## src/rtl/hazard_ctrl_pkg.sv

```systemverilog
// Shared types and helpers for the 5-stage pipeline hazard control unit.
package hazard_ctrl_pkg;

  typedef enum logic [1:0] {
    HS_RUN    = 2'd0,
    HS_DWAIT  = 2'd1,
    HS_HALTED = 2'd2
  } hazard_state_t;

  typedef enum logic [1:0] {
    SC_NONE  = 2'b00,
    SC_FETCH = 2'b01,
    SC_DATA  = 2'b10,
    SC_LUSE  = 2'b11
  } stall_cause_t;

  localparam logic [4:0] REG_ZERO = 5'd0;

  // Load in EX whose destination is read by the instruction now in ID.
  function automatic logic load_use(input logic       ld,
                                    input logic [4:0] ld_rt,
                                    input logic [4:0] rs,
                                    input logic [4:0] rt,
                                    input logic       uses_rt);
    return ld && (ld_rt != REG_ZERO) &&
           ((ld_rt == rs) || (uses_rt && (ld_rt == rt)));
  endfunction

endpackage

```

## src/rtl/hazard_ctrl_if.sv

```systemverilog
// Hazard status inputs and pipeline-register control outputs between the
// hazard unit (master) and the datapath (slave).
interface hazard_ctrl_if;
  logic       ihit;
  logic       dhit;
  logic       EX_dread;
  logic       EX_dwrite;
  logic       ID_dread;
  logic [4:0] ID_rt;
  logic [4:0] IF_rs;
  logic [4:0] IF_rt;
  logic       IF_uses_rt;
  logic       redirect;
  logic       MEM_halt;

  logic       IF_EN;
  logic       ID_EN;
  logic       EX_EN;
  logic       MEM_EN;
  logic       IF_FLUSH;
  logic       ID_FLUSH;
  logic       EX_FLUSH;
  logic       MEM_FLUSH;
  logic       pc_en;
  logic       halt;
  logic [1:0] stall_cause;

  modport master (
    input  ihit, dhit, EX_dread, EX_dwrite, ID_dread, ID_rt, IF_rs, IF_rt,
           IF_uses_rt, redirect, MEM_halt,
    output IF_EN, ID_EN, EX_EN, MEM_EN, IF_FLUSH, ID_FLUSH, EX_FLUSH,
           MEM_FLUSH, pc_en, halt, stall_cause
  );

  modport slave (
    output ihit, dhit, EX_dread, EX_dwrite, ID_dread, ID_rt, IF_rs, IF_rt,
           IF_uses_rt, redirect, MEM_halt,
    input  IF_EN, ID_EN, EX_EN, MEM_EN, IF_FLUSH, ID_FLUSH, EX_FLUSH,
           MEM_FLUSH, pc_en, halt, stall_cause
  );
endinterface

```

## src/rtl/hazard_ctrl_perf_cnt.sv

```systemverilog
// Saturating event counter for hazard statistics; present only when
// HAZARD_PERF_EN is defined.
`ifdef HAZARD_PERF_EN
module hazard_perf_cnt #(
  parameter int CNT_W = 32
) (
  input  logic             CLK,
  input  logic             clr,
  input  logic             inc,
  output logic [CNT_W-1:0] cnt
);

  function automatic logic [CNT_W-1:0] sat_inc(input logic [CNT_W-1:0] v);
    return (&v) ? v : v + 1'b1;
  endfunction

  always_ff @(posedge CLK) begin
    if (clr)      cnt <= '0;
    else if (inc) cnt <= sat_inc(cnt);
  end

endmodule
`endif

```

## src/rtl/hazard_ctrl.sv

```systemverilog
// Pipeline enable/flush/PC-advance arbitration for the 5-stage MIPS datapath.
// Optional HAZARD_PERF_EN adds saturating stall and redirect-flush counters.
module hazard_ctrl
  import hazard_ctrl_pkg::*;
#(
  parameter int CNT_W = 32
) (
  input  logic             CLK,
  input  logic             nRST,
  hazard_ctrl_if.master    hif
`ifdef HAZARD_PERF_EN
  ,
  output logic [CNT_W-1:0] perf_stall_cnt,
  output logic [CNT_W-1:0] perf_flush_cnt
`endif
);

  localparam logic [1:0] ST_RUN    = HS_RUN;
  localparam logic [1:0] ST_DWAIT  = HS_DWAIT;
  localparam logic [1:0] ST_HALTED = HS_HALTED;

  logic [1:0]   state;
  logic [1:0]   state_nxt;
  logic [3:0]   en_c;       // {IF, ID, EX, MEM}
  logic [3:0]   flush_c;    // {IF, ID, EX, MEM}
  logic         pc_en_c;
  logic         redirect_fl;
  stall_cause_t cause_c;

  logic mem_op;
  logic luse;
  logic data_wait;
  logic data_done;

  assign mem_op    = hif.EX_dread | hif.EX_dwrite;
  assign luse      = load_use(hif.ID_dread, hif.ID_rt, hif.IF_rs, hif.IF_rt,
                              hif.IF_uses_rt);
  assign data_wait = !hif.dhit && ((state == ST_RUN && mem_op) ||
                                   (state == ST_DWAIT));
  assign data_done = mem_op && hif.dhit;

  always_comb begin
    en_c        = 4'b0000;
    flush_c     = 4'b0000;
    pc_en_c     = 1'b0;
    redirect_fl = 1'b0;
    cause_c     = SC_NONE;
    if (!nRST) begin
      flush_c = 4'b1111;
    end else if (state == ST_HALTED) begin
      en_c = 4'b0000;
    end else if (data_wait) begin
      cause_c = SC_DATA;
    end else if (!hif.ihit) begin
      cause_c = SC_FETCH;
      // Retire the finished access and bubble EX/MEM so it is not replayed.
      if (data_done) begin
        en_c    = 4'b0011;
        flush_c = 4'b0010;
      end
    end else if (hif.redirect) begin
      en_c        = 4'b1111;
      flush_c     = 4'b1110;
      pc_en_c     = 1'b1;
      redirect_fl = 1'b1;
    end else if (luse) begin
      en_c    = 4'b0111;
      flush_c = 4'b0100;
      cause_c = SC_LUSE;
    end else begin
      en_c    = 4'b1111;
      pc_en_c = 1'b1;
    end
  end

  always_comb begin
    state_nxt = ST_RUN;
    if (hif.MEM_halt || state == ST_HALTED) state_nxt = ST_HALTED;
    else if (data_wait)                     state_nxt = ST_DWAIT;
  end

  always_ff @(posedge CLK) begin
    if (!nRST) state <= ST_RUN;
    else       state <= state_nxt;
  end

  assign hif.IF_EN       = en_c[3];
  assign hif.ID_EN       = en_c[2];
  assign hif.EX_EN       = en_c[1];
  assign hif.MEM_EN      = en_c[0];
  assign hif.IF_FLUSH    = flush_c[3];
  assign hif.ID_FLUSH    = flush_c[2];
  assign hif.EX_FLUSH    = flush_c[1];
  assign hif.MEM_FLUSH   = flush_c[0];
  assign hif.pc_en       = pc_en_c;
  assign hif.stall_cause = cause_c;
  // halt comes straight from the state register, held low while in reset.
  assign hif.halt        = (state == ST_HALTED) && nRST;

`ifdef HAZARD_PERF_EN
  hazard_perf_cnt #(.CNT_W(CNT_W)) u_stall_cnt (
    .CLK (CLK),
    .clr (!nRST),
    .inc (cause_c != SC_NONE),
    .cnt (perf_stall_cnt)
  );

  hazard_perf_cnt #(.CNT_W(CNT_W)) u_flush_cnt (
    .CLK (CLK),
    .clr (!nRST),
    .inc (redirect_fl),
    .cnt (perf_flush_cnt)
  );
`else
  // Counter width has no consumer in this build.
  logic unused_cnt_w;
  assign unused_cnt_w = (CNT_W > 0);
`endif

endmodule
```

## src/flat_wrapper.sv

```systemverilog
// flat-port wrapper written by rule: the top's interface ports become plain ports
module hazard_ctrl_flat import hazard_ctrl_pkg::*;
#(
  parameter int CNT_W = 32
)
  (CLK, nRST, hif_ihit, hif_dhit, hif_EX_dread, hif_EX_dwrite, hif_ID_dread, hif_ID_rt, hif_IF_rs, hif_IF_rt, hif_IF_uses_rt, hif_redirect, hif_MEM_halt, hif_IF_EN, hif_ID_EN, hif_EX_EN, hif_MEM_EN, hif_IF_FLUSH, hif_ID_FLUSH, hif_EX_FLUSH, hif_MEM_FLUSH, hif_pc_en, hif_halt, hif_stall_cause);
  hazard_ctrl_if hif_i ();
  input  logic CLK;
  input  logic nRST;
  input wire logic [$bits(hif_i.ihit)-1:0] hif_ihit;
  input wire logic [$bits(hif_i.dhit)-1:0] hif_dhit;
  input wire logic [$bits(hif_i.EX_dread)-1:0] hif_EX_dread;
  input wire logic [$bits(hif_i.EX_dwrite)-1:0] hif_EX_dwrite;
  input wire logic [$bits(hif_i.ID_dread)-1:0] hif_ID_dread;
  input wire logic [$bits(hif_i.ID_rt)-1:0] hif_ID_rt;
  input wire logic [$bits(hif_i.IF_rs)-1:0] hif_IF_rs;
  input wire logic [$bits(hif_i.IF_rt)-1:0] hif_IF_rt;
  input wire logic [$bits(hif_i.IF_uses_rt)-1:0] hif_IF_uses_rt;
  input wire logic [$bits(hif_i.redirect)-1:0] hif_redirect;
  input wire logic [$bits(hif_i.MEM_halt)-1:0] hif_MEM_halt;
  output wire logic [$bits(hif_i.IF_EN)-1:0] hif_IF_EN;
  output wire logic [$bits(hif_i.ID_EN)-1:0] hif_ID_EN;
  output wire logic [$bits(hif_i.EX_EN)-1:0] hif_EX_EN;
  output wire logic [$bits(hif_i.MEM_EN)-1:0] hif_MEM_EN;
  output wire logic [$bits(hif_i.IF_FLUSH)-1:0] hif_IF_FLUSH;
  output wire logic [$bits(hif_i.ID_FLUSH)-1:0] hif_ID_FLUSH;
  output wire logic [$bits(hif_i.EX_FLUSH)-1:0] hif_EX_FLUSH;
  output wire logic [$bits(hif_i.MEM_FLUSH)-1:0] hif_MEM_FLUSH;
  output wire logic [$bits(hif_i.pc_en)-1:0] hif_pc_en;
  output wire logic [$bits(hif_i.halt)-1:0] hif_halt;
  output wire logic [$bits(hif_i.stall_cause)-1:0] hif_stall_cause;
  assign hif_i.ihit = hif_ihit;
  assign hif_i.dhit = hif_dhit;
  assign hif_i.EX_dread = hif_EX_dread;
  assign hif_i.EX_dwrite = hif_EX_dwrite;
  assign hif_i.ID_dread = hif_ID_dread;
  assign hif_i.ID_rt = hif_ID_rt;
  assign hif_i.IF_rs = hif_IF_rs;
  assign hif_i.IF_rt = hif_IF_rt;
  assign hif_i.IF_uses_rt = hif_IF_uses_rt;
  assign hif_i.redirect = hif_redirect;
  assign hif_i.MEM_halt = hif_MEM_halt;
  assign hif_IF_EN = hif_i.IF_EN;
  assign hif_ID_EN = hif_i.ID_EN;
  assign hif_EX_EN = hif_i.EX_EN;
  assign hif_MEM_EN = hif_i.MEM_EN;
  assign hif_IF_FLUSH = hif_i.IF_FLUSH;
  assign hif_ID_FLUSH = hif_i.ID_FLUSH;
  assign hif_EX_FLUSH = hif_i.EX_FLUSH;
  assign hif_MEM_FLUSH = hif_i.MEM_FLUSH;
  assign hif_pc_en = hif_i.pc_en;
  assign hif_halt = hif_i.halt;
  assign hif_stall_cause = hif_i.stall_cause;
  hazard_ctrl #(.CNT_W(CNT_W)) u_core (.CLK(CLK), .nRST(nRST), .hif(hif_i));
endmodule
```

## config.mk

```make
export PLATFORM = sky130hd
export DESIGN_NAME = hazard_ctrl_flat
export DESIGN_NICKNAME = d
export VERILOG_FILES = /design/src/rtl/hazard_ctrl_pkg.sv /design/src/rtl/hazard_ctrl_if.sv /design/src/rtl/hazard_ctrl_perf_cnt.sv /design/src/rtl/hazard_ctrl.sv /design/src/flat_wrapper.sv
export SDC_FILE = /design/constraint.sdc
export NUM_CORES = 1
export LEC_CHECK = 0
export CAP_MARGIN = 20
export CORE_AREA = 2 2 39 41
export DETAILED_ROUTE_END_ITERATION = 8
export DIE_AREA = 0 0 41 43
export PLACE_DENSITY = 0.85
export SLEW_MARGIN = 25
export SYNTH_ARGS = -nofsm -noshare
export SYNTH_HDL_FRONTEND = slang
export SYNTH_SLANG_ARGS = --single-unit
```

## constraint.sdc

```tcl
create_clock -name CLK -period 4.5 [get_ports CLK]
set_input_delay 1.35 -clock CLK [delete_from_list [all_inputs] [get_ports CLK]]
set_output_delay 1.35 -clock CLK [all_outputs]
set_load 0.01 [all_outputs]
```

==> results of run 1 <==
cells in the final DEF (no fill, tap or decap), types with 2 or more instances in the layout:
master	count
a21oi_1	4
buf_4	8
clkbuf_4	3
clkdlybuf4s50_1	31
dfxtp_1	2
dlygate4sd2_1	5
inv_1	3
nor2_1	4
o21ai_0	2
o21ai_1	2
o31a_1	2
or2_2	2
or4_1	2
xor2_1	9
worst reg2reg max path: cells and delay by family, from the launching register on:
| family | cells | cell delay (ns) |
|---|---|---|
| AND/OR/NAND/NOR | 2 | 0.67 |
| flip-flops | 1 | 0.33 |
routing by layer:
metal	vias up	track usage (%)	share of wire [%]
met4	0	6.00	0
met3	0	5.76	9.2
li1	281	-	-
met1	248	18.8	39
met2	28	27.5	52
met5	-	0	0
kinds of logic (layout without fill, tap and decap cells):
family | Yosys count | in the layout | synth area share (%)
flip-flops | 2 | 2 | 10.6
AND/OR/NAND/NOR | 17 | 17 | 28.9
buffers and inverters | 5 | 50 | 6.98
XOR/XNOR | 10 | 10 | 23.3
AO/OA/AOI/OAI | 17 | 17 | 30.2
power breakdown:
part,switching [mW],internal [mW],total [mW]
combinational,0.0294,0.0445,0.0738
clock,0.0106,0.0295,0.0401
sequential,0.00119,0.0188,0.0200
final cells by class:
| class | instances | area [um^2] | area share (%) |
|---|---|---|---|
| Timing Repair Buffer | 44 | 414 | 49.0 |
| Multi-Input combinational cell | 44 | 337 | 39.9 |
| Sequential cell | 2 | 40.0 | 4.74 |
| Clock buffer | 3 | 22.5 | 2.67 |
| Tap cell | 16 | 20.0 | 2.37 |
| Inverter | 3 | 11.3 | 1.33 |
stage by stage:
| step | utilization, % | instance area [um^2] | power (mW) |
|---|---|---|---|
| global placement | 57.4 | 795 | 0.0909 |
| detailed placement | 57.4 | 795 | 0.0923 |
| finish | 61.0 | 845 | 0.134 |
| CTS | 59.5 | 823 | 0.135 |
| floorplan | - | 377 | 0.0463 |
| global route | 61.0 | 845 | 0.146 |
worst min-delay path by stage:
| stage | startpoint | endpoint | slack, ns | depth (start not counted) |
|---|---|---|---|---|
| 3_3_place_gp | u_core.state[1] | u_core.state[0] | 0.62 | 2 |
| 6_report | u_core.state[1] | u_core.state[0] | 0.65 | 2 |
| 3_5_place_dp | u_core.state[1] | u_core.state[0] | 0.61 | 2 |
| 2_1_floorplan | u_core.state[1] | u_core.state[0] | 0.57 | 2 |
| 5_1_grt | u_core.state[1] | u_core.state[0] | 0.71 | 2 |
| 4_1_cts | u_core.state[1] | u_core.state[0] | 0.63 | 2 |
timing repair:
| action | in CTS | in global routing |
|---|---|---|
| buffers inserted | 0 | 1 |
| gates resized for setup | 8 | 2 |
| endpoints found under the setup margin | 5 | 3 |
| hold endpoints to repair | 0 | 0 |
| pin swaps | 2 | 1 |
==> flow_metrics.tcl, run 1 <==
set metrics [dict create \
    synth_cells 51 \
    yosys-top-cells-area "xor2_1, dfxtp_1, a21oi_1, o31a_1, o21ai_0" \
    drive_above_1_share_pct 20.8 \
    num_io_pins 37 \
    gp_congestion 0.674 \
    grt_max_degree 7 \
    ir_drop_v 0.0000967 \
    hold_class "flop to flop" \
    setup_viol_count_final 0 \
    synth_warnings 0 \
    placement.io_buffers 36 \
    finalWorstSetupSlack_ns 0.0738 \
    fmax_mhz 226 \
    cp_max_fo 3 \
    syn_area_per_cell_um2 7.38 \
    crit_required_ns 3.15 \
    fp.coreArea_um2 1380 \
    place_ws_ns -0.141 \
    ys_seq_elements 2 \
    worstReg2RegStart "u_core.state[1]" \
    die_width_um 41 \
    die-area_um2 1760 \
    min_period_over_period_pct 98.4 \
    htree_num_levels 1 \
    grt_use_total_pct 16.7 \
    clock_latency_ns 0.22 \
    ant_nets 0 \
    cts_hold_buf 0 \
    syn_area_um2 377 \
    synth_nets 76 \
    grt_overflow_total 0 \
    vias 557 \
    synth_cell_types 28 \
    reg2reg_depth 2 \
    synthToLayoutAreaGrowth_pct 124 \
    max_slew_margin_pct 70.8 \
    start_kind "input port" \
    largest_reg_flops 2 \
    antenna_found_initial 0 \
    synth_common_cells "xor2_1, a21oi_1, nor2_1" \
    ys.flop_type "dfxtp_1" \
    grt_setup_unrepaired "no" \
    dr.pass1.iters 3 \
    place_hpwl_um 1010 \
    viasPerCell 4.97 \
    cts-root-buf "clkbuf_4" \
    synth_async_sr_flop_share_pct 0 \
    slowest_delay_ns 0.45 \
    initial_utilization_pct 27.2 \
    synth_edf_count 0 \
    largest_register "u_core.state" \
    hold_viol 0 \
    layout.nets 123 \
    worst_pin_slew_ns 0.433 \
    die_y_um 43 \
    cts_buffer_depth 2 \
    startpoint "hif_ID_rt[3]" \
    grt_pass1_vias 503 \
    fillers 132 \
    cp-endpoint "hif_pc_en" \
    crit_path_end_kind "primary output" \
    drt-initial-drc-count 6 \
    ys_seq_area_share_pct 10.6 \
    cts.sinks 2 \
    clk_pin_slew_ns 0.03 \
    drv_slew 0 \
    cp.depth 6 \
    worstPathArrival_ns 3.08 \
    num_rows 14 \
    dp_cells 108 \
    drc 0 \
    worst_hold_slack_ns 0.649 \
    p_leak_nw 0.339 \
    cpLargestDelayFamily "buffers and inverters" \
    critical_path_class "input port to primary output" \
    largestRegisters "u_core.state: 2 flops" \
    worst-path-buf-inv 2 \
    routed_wl_um 1270 \
    status "complete, no violations" \
    grt_first_pass_wirelength_um 2010 \
    stdcell_count 112 \
    finClkSkew_ns 0.000634 \
    tns_ns 0 \
    yosys.area.top_type "xor2_1" \
    synth_most_common_cell "xor2_1" \
    cap_violations 0 \
    regToRegSetupSlack_ns 3.43 \
    cts_tree "yes" \
    regToRegEndpoint "u_core.state[0]" \
    wl_per_cell_um 11.3 \
    synth.top_cell.area_share_pct 20.9 \
    slowest_stage "clkdlybuf4s50_1" \
    fin_crit_ns 4.43 \
    antenna_cells 0 \
    power_density_nw_per_um2 159 \
    worstPathCellList "clkdlybuf4s50_1, xor2_1, nor4_2, a32oi_2, o31a_1, dlygate4sd2_1" \
    numCtsBuffers 3 \
]
No activity file was read; power rests on OpenSTA's default activity.
==> run 2: changes to the inputs <==
--- a/config.mk
+++ b/config.mk
@@ -10,6 +10,7 @@
 export DETAILED_ROUTE_END_ITERATION = 8
 export DIE_AREA = 0 0 41 43
 export PLACE_DENSITY = 0.85
+export SETUP_SLACK_MARGIN = 0.4
 export SLEW_MARGIN = 25
 export SYNTH_ARGS = -nofsm -noshare
 export SYNTH_HDL_FRONTEND = slang
==> run 2 against run 1 <==
Core utilization is 0.18 points lower. Sequential share of layout area hardly changed. Maximum frequency is 8.9% higher. Die area stayed put. Final cell count is 1.8% higher.
==> flow_metrics.tcl, run 2 (same netlist as run 1, synthesis figures left out) <==
set metrics [dict create \
    setup_viol_count_final 0 \
    grt_max_degree 7 \
    cp_max_fo 4 \
    dr.pass1.iters 4 \
    max_slew_margin_pct 80.1 \
    wl_per_cell_um 12.0 \
    drv_slew 0 \
    regToRegSetupSlack_ns 3.29 \
    crit_required_ns 3.15 \
    grt_setup_unrepaired "no" \
    drive_above_1_share_pct 29.6 \
    cap_violations 0 \
    worstPathArrival_ns 2.71 \
    min_period_over_period_pct 90.3 \
    largestRegisters "u_core.state: 2 flops" \
    die_width_um 41 \
    numCtsBuffers 3 \
    gp_congestion 0.674 \
    dp_cells 108 \
    antenna_found_initial 0 \
    slowest_stage "clkdlybuf4s50_1" \
    place_hpwl_um 1010 \
    cts-root-buf "clkbuf_4" \
    start_kind "input port" \
    ant_nets 0 \
    drc 0 \
    cts_tree "yes" \
    placed_area_um2 795 \
    critical_path_class "input port to primary output" \
    ir_drop_v 0.0000940 \
    hold_viol 0 \
    layout.nets 125 \
    placement.io_buffers 36 \
    fin_crit_ns 4.06 \
    slowest_delay_ns 0.52 \
    largest_reg_flops 2 \
    cts_buffer_depth 2 \
    routed_wl_um 1370 \
    drt-initial-drc-count 6 \
    layout_common_cells "dlygate4sd2_1, clkdlybuf4s50_1, buf_4" \
    grt_first_pass_wirelength_um 2070 \
    hold_class "flop to flop" \
    grt_overflow_total 0 \
    clock_latency_ns 0.22 \
    htree_num_levels 1 \
    cts.sinks 2 \
    die-area_um2 1760 \
    p_leak_nw 0.400 \
    stdcell_count 114 \
    highest_layer "met3" \
    worst_pin_slew_ns 0.294 \
    fin_area_um2 842 \
    finClkSkew_ns 0.000911 \
    largest_register "u_core.state" \
    cts_hold_buf 0 \
    dr_wl_met2_um 739 \
    clk_pin_slew_ns 0.03 \
    viasPerCell 4.90 \
    initial_utilization_pct 27.2 \
    grt_use_total_pct 17.1 \
    num_io_pins 37 \
    status "complete, no violations" \
    grt_pass1_vias 526 \
    fmax_mhz 246 \
    vias 559 \
    wl_met1_um 505 \
    crit_path_end_kind "primary output" \
    fp.coreArea_um2 1380 \
    wl_met3_um 123 \
    num_rows 14 \
    worstPathCellList "clkdlybuf4s50_1, inv_1, or4_1, o21ai_1, clkbuf_2" \
    power_density_nw_per_um2 156 \
    antenna_cells 0 \
    synthToLayoutAreaGrowth_pct 124 \
    die_y_um 43 \
]
[run 2: cell types whose count changed in the layout (fill, tap and decap cells not counted), moves of 2 or more]
cell	change
clkbuf_2	+2
buf_2	+4
clkdlybuf4s50_1	-19
buf_4	+2
clkdlybuf4s15_1	+3
dlygate4sd2_1	+7
dlymetal6s2s_1	+3
[run 2: path summary, 6_finish.rpt]
kind / startpoint / endpoint / cells after the start
max: nRST / hif_stall_cause[1] / 5
max reg2reg: u_core.state[0] / u_core.state[0] / 4
min: u_core.state[1] / u_core.state[0] / 2
min reg2reg: u_core.state[1] / u_core.state[0] / 2
[run 2: layer usage]
metal / vias to the layer above / global-route usage [%]
met5: - / 0
li1: 282 / -
met1: 249 / 18.5
met4: 0 / 6.00
met2: 28 / 29.1
met3: 0 / 5.76
[run 2: worst max-delay path, delay by kind of cell]
kind	cells	cell delay [ns]
buffers and inverters	3	0.74
and+or+nand+nor	1	0.51
AOI/OAI and AO/OA	1	0.11
[run 2: through the flow]
stage                     TNS [ns]  total power, mW  utilization [%]  worst slack, ns  hold WS [ns]
final                            0            0.131             60.8            0.436         0.713
after global routing             0            0.143             60.8            0.400         0.767
after CTS                        0            0.132             59.4            0.256         0.650
after detailed placement    -0.593           0.0923             57.4           -0.141         0.615
after global placement      -0.479           0.0909             57.4           -0.112         0.624
after floorplan                  0           0.0463                -            0.739         0.566
[run 2: final cells by class]
cell class / count / area (um^2)
multi-input combinational: 44 / 350
tap: 16 / 20.0
sequential: 2 / 40.0
inverter: 3 / 11.3
timing repair buffer: 46 / 398
fill: 135 / 542
clock buffer: 3 / 22.5
[run 2: repair_timing]
item                                    CTS  global route
endpoints found under the setup margin   11            10
resized for setup                        39            12
buffers inserted                          3             0
pin swaps                                 6             8
endpoints found under the hold margin     0             0
gates cloned                              0             0
[run 2: report_power, final]
group | internal (mW) | switching, mW | total [mW]
Sequential | 0.0188 | 0.00155 | 0.0204
Combinational | 0.0398 | 0.0310 | 0.0707
Clock | 0.0294 | 0.0104 | 0.0399
==> run 3: changes to the inputs <==
--- a/config.mk
+++ b/config.mk
@@ -9,6 +9,7 @@
 export CORE_AREA = 2 2 39 41
 export DETAILED_ROUTE_END_ITERATION = 8
 export DIE_AREA = 0 0 41 43
+export GPL_TIMING_DRIVEN = 1
 export PLACE_DENSITY = 0.85
 export SETUP_SLACK_MARGIN = 0.4
 export SLEW_MARGIN = 25
==> results of run 3 <==
Final layout, timing and power as in run 2 (identical DEF).
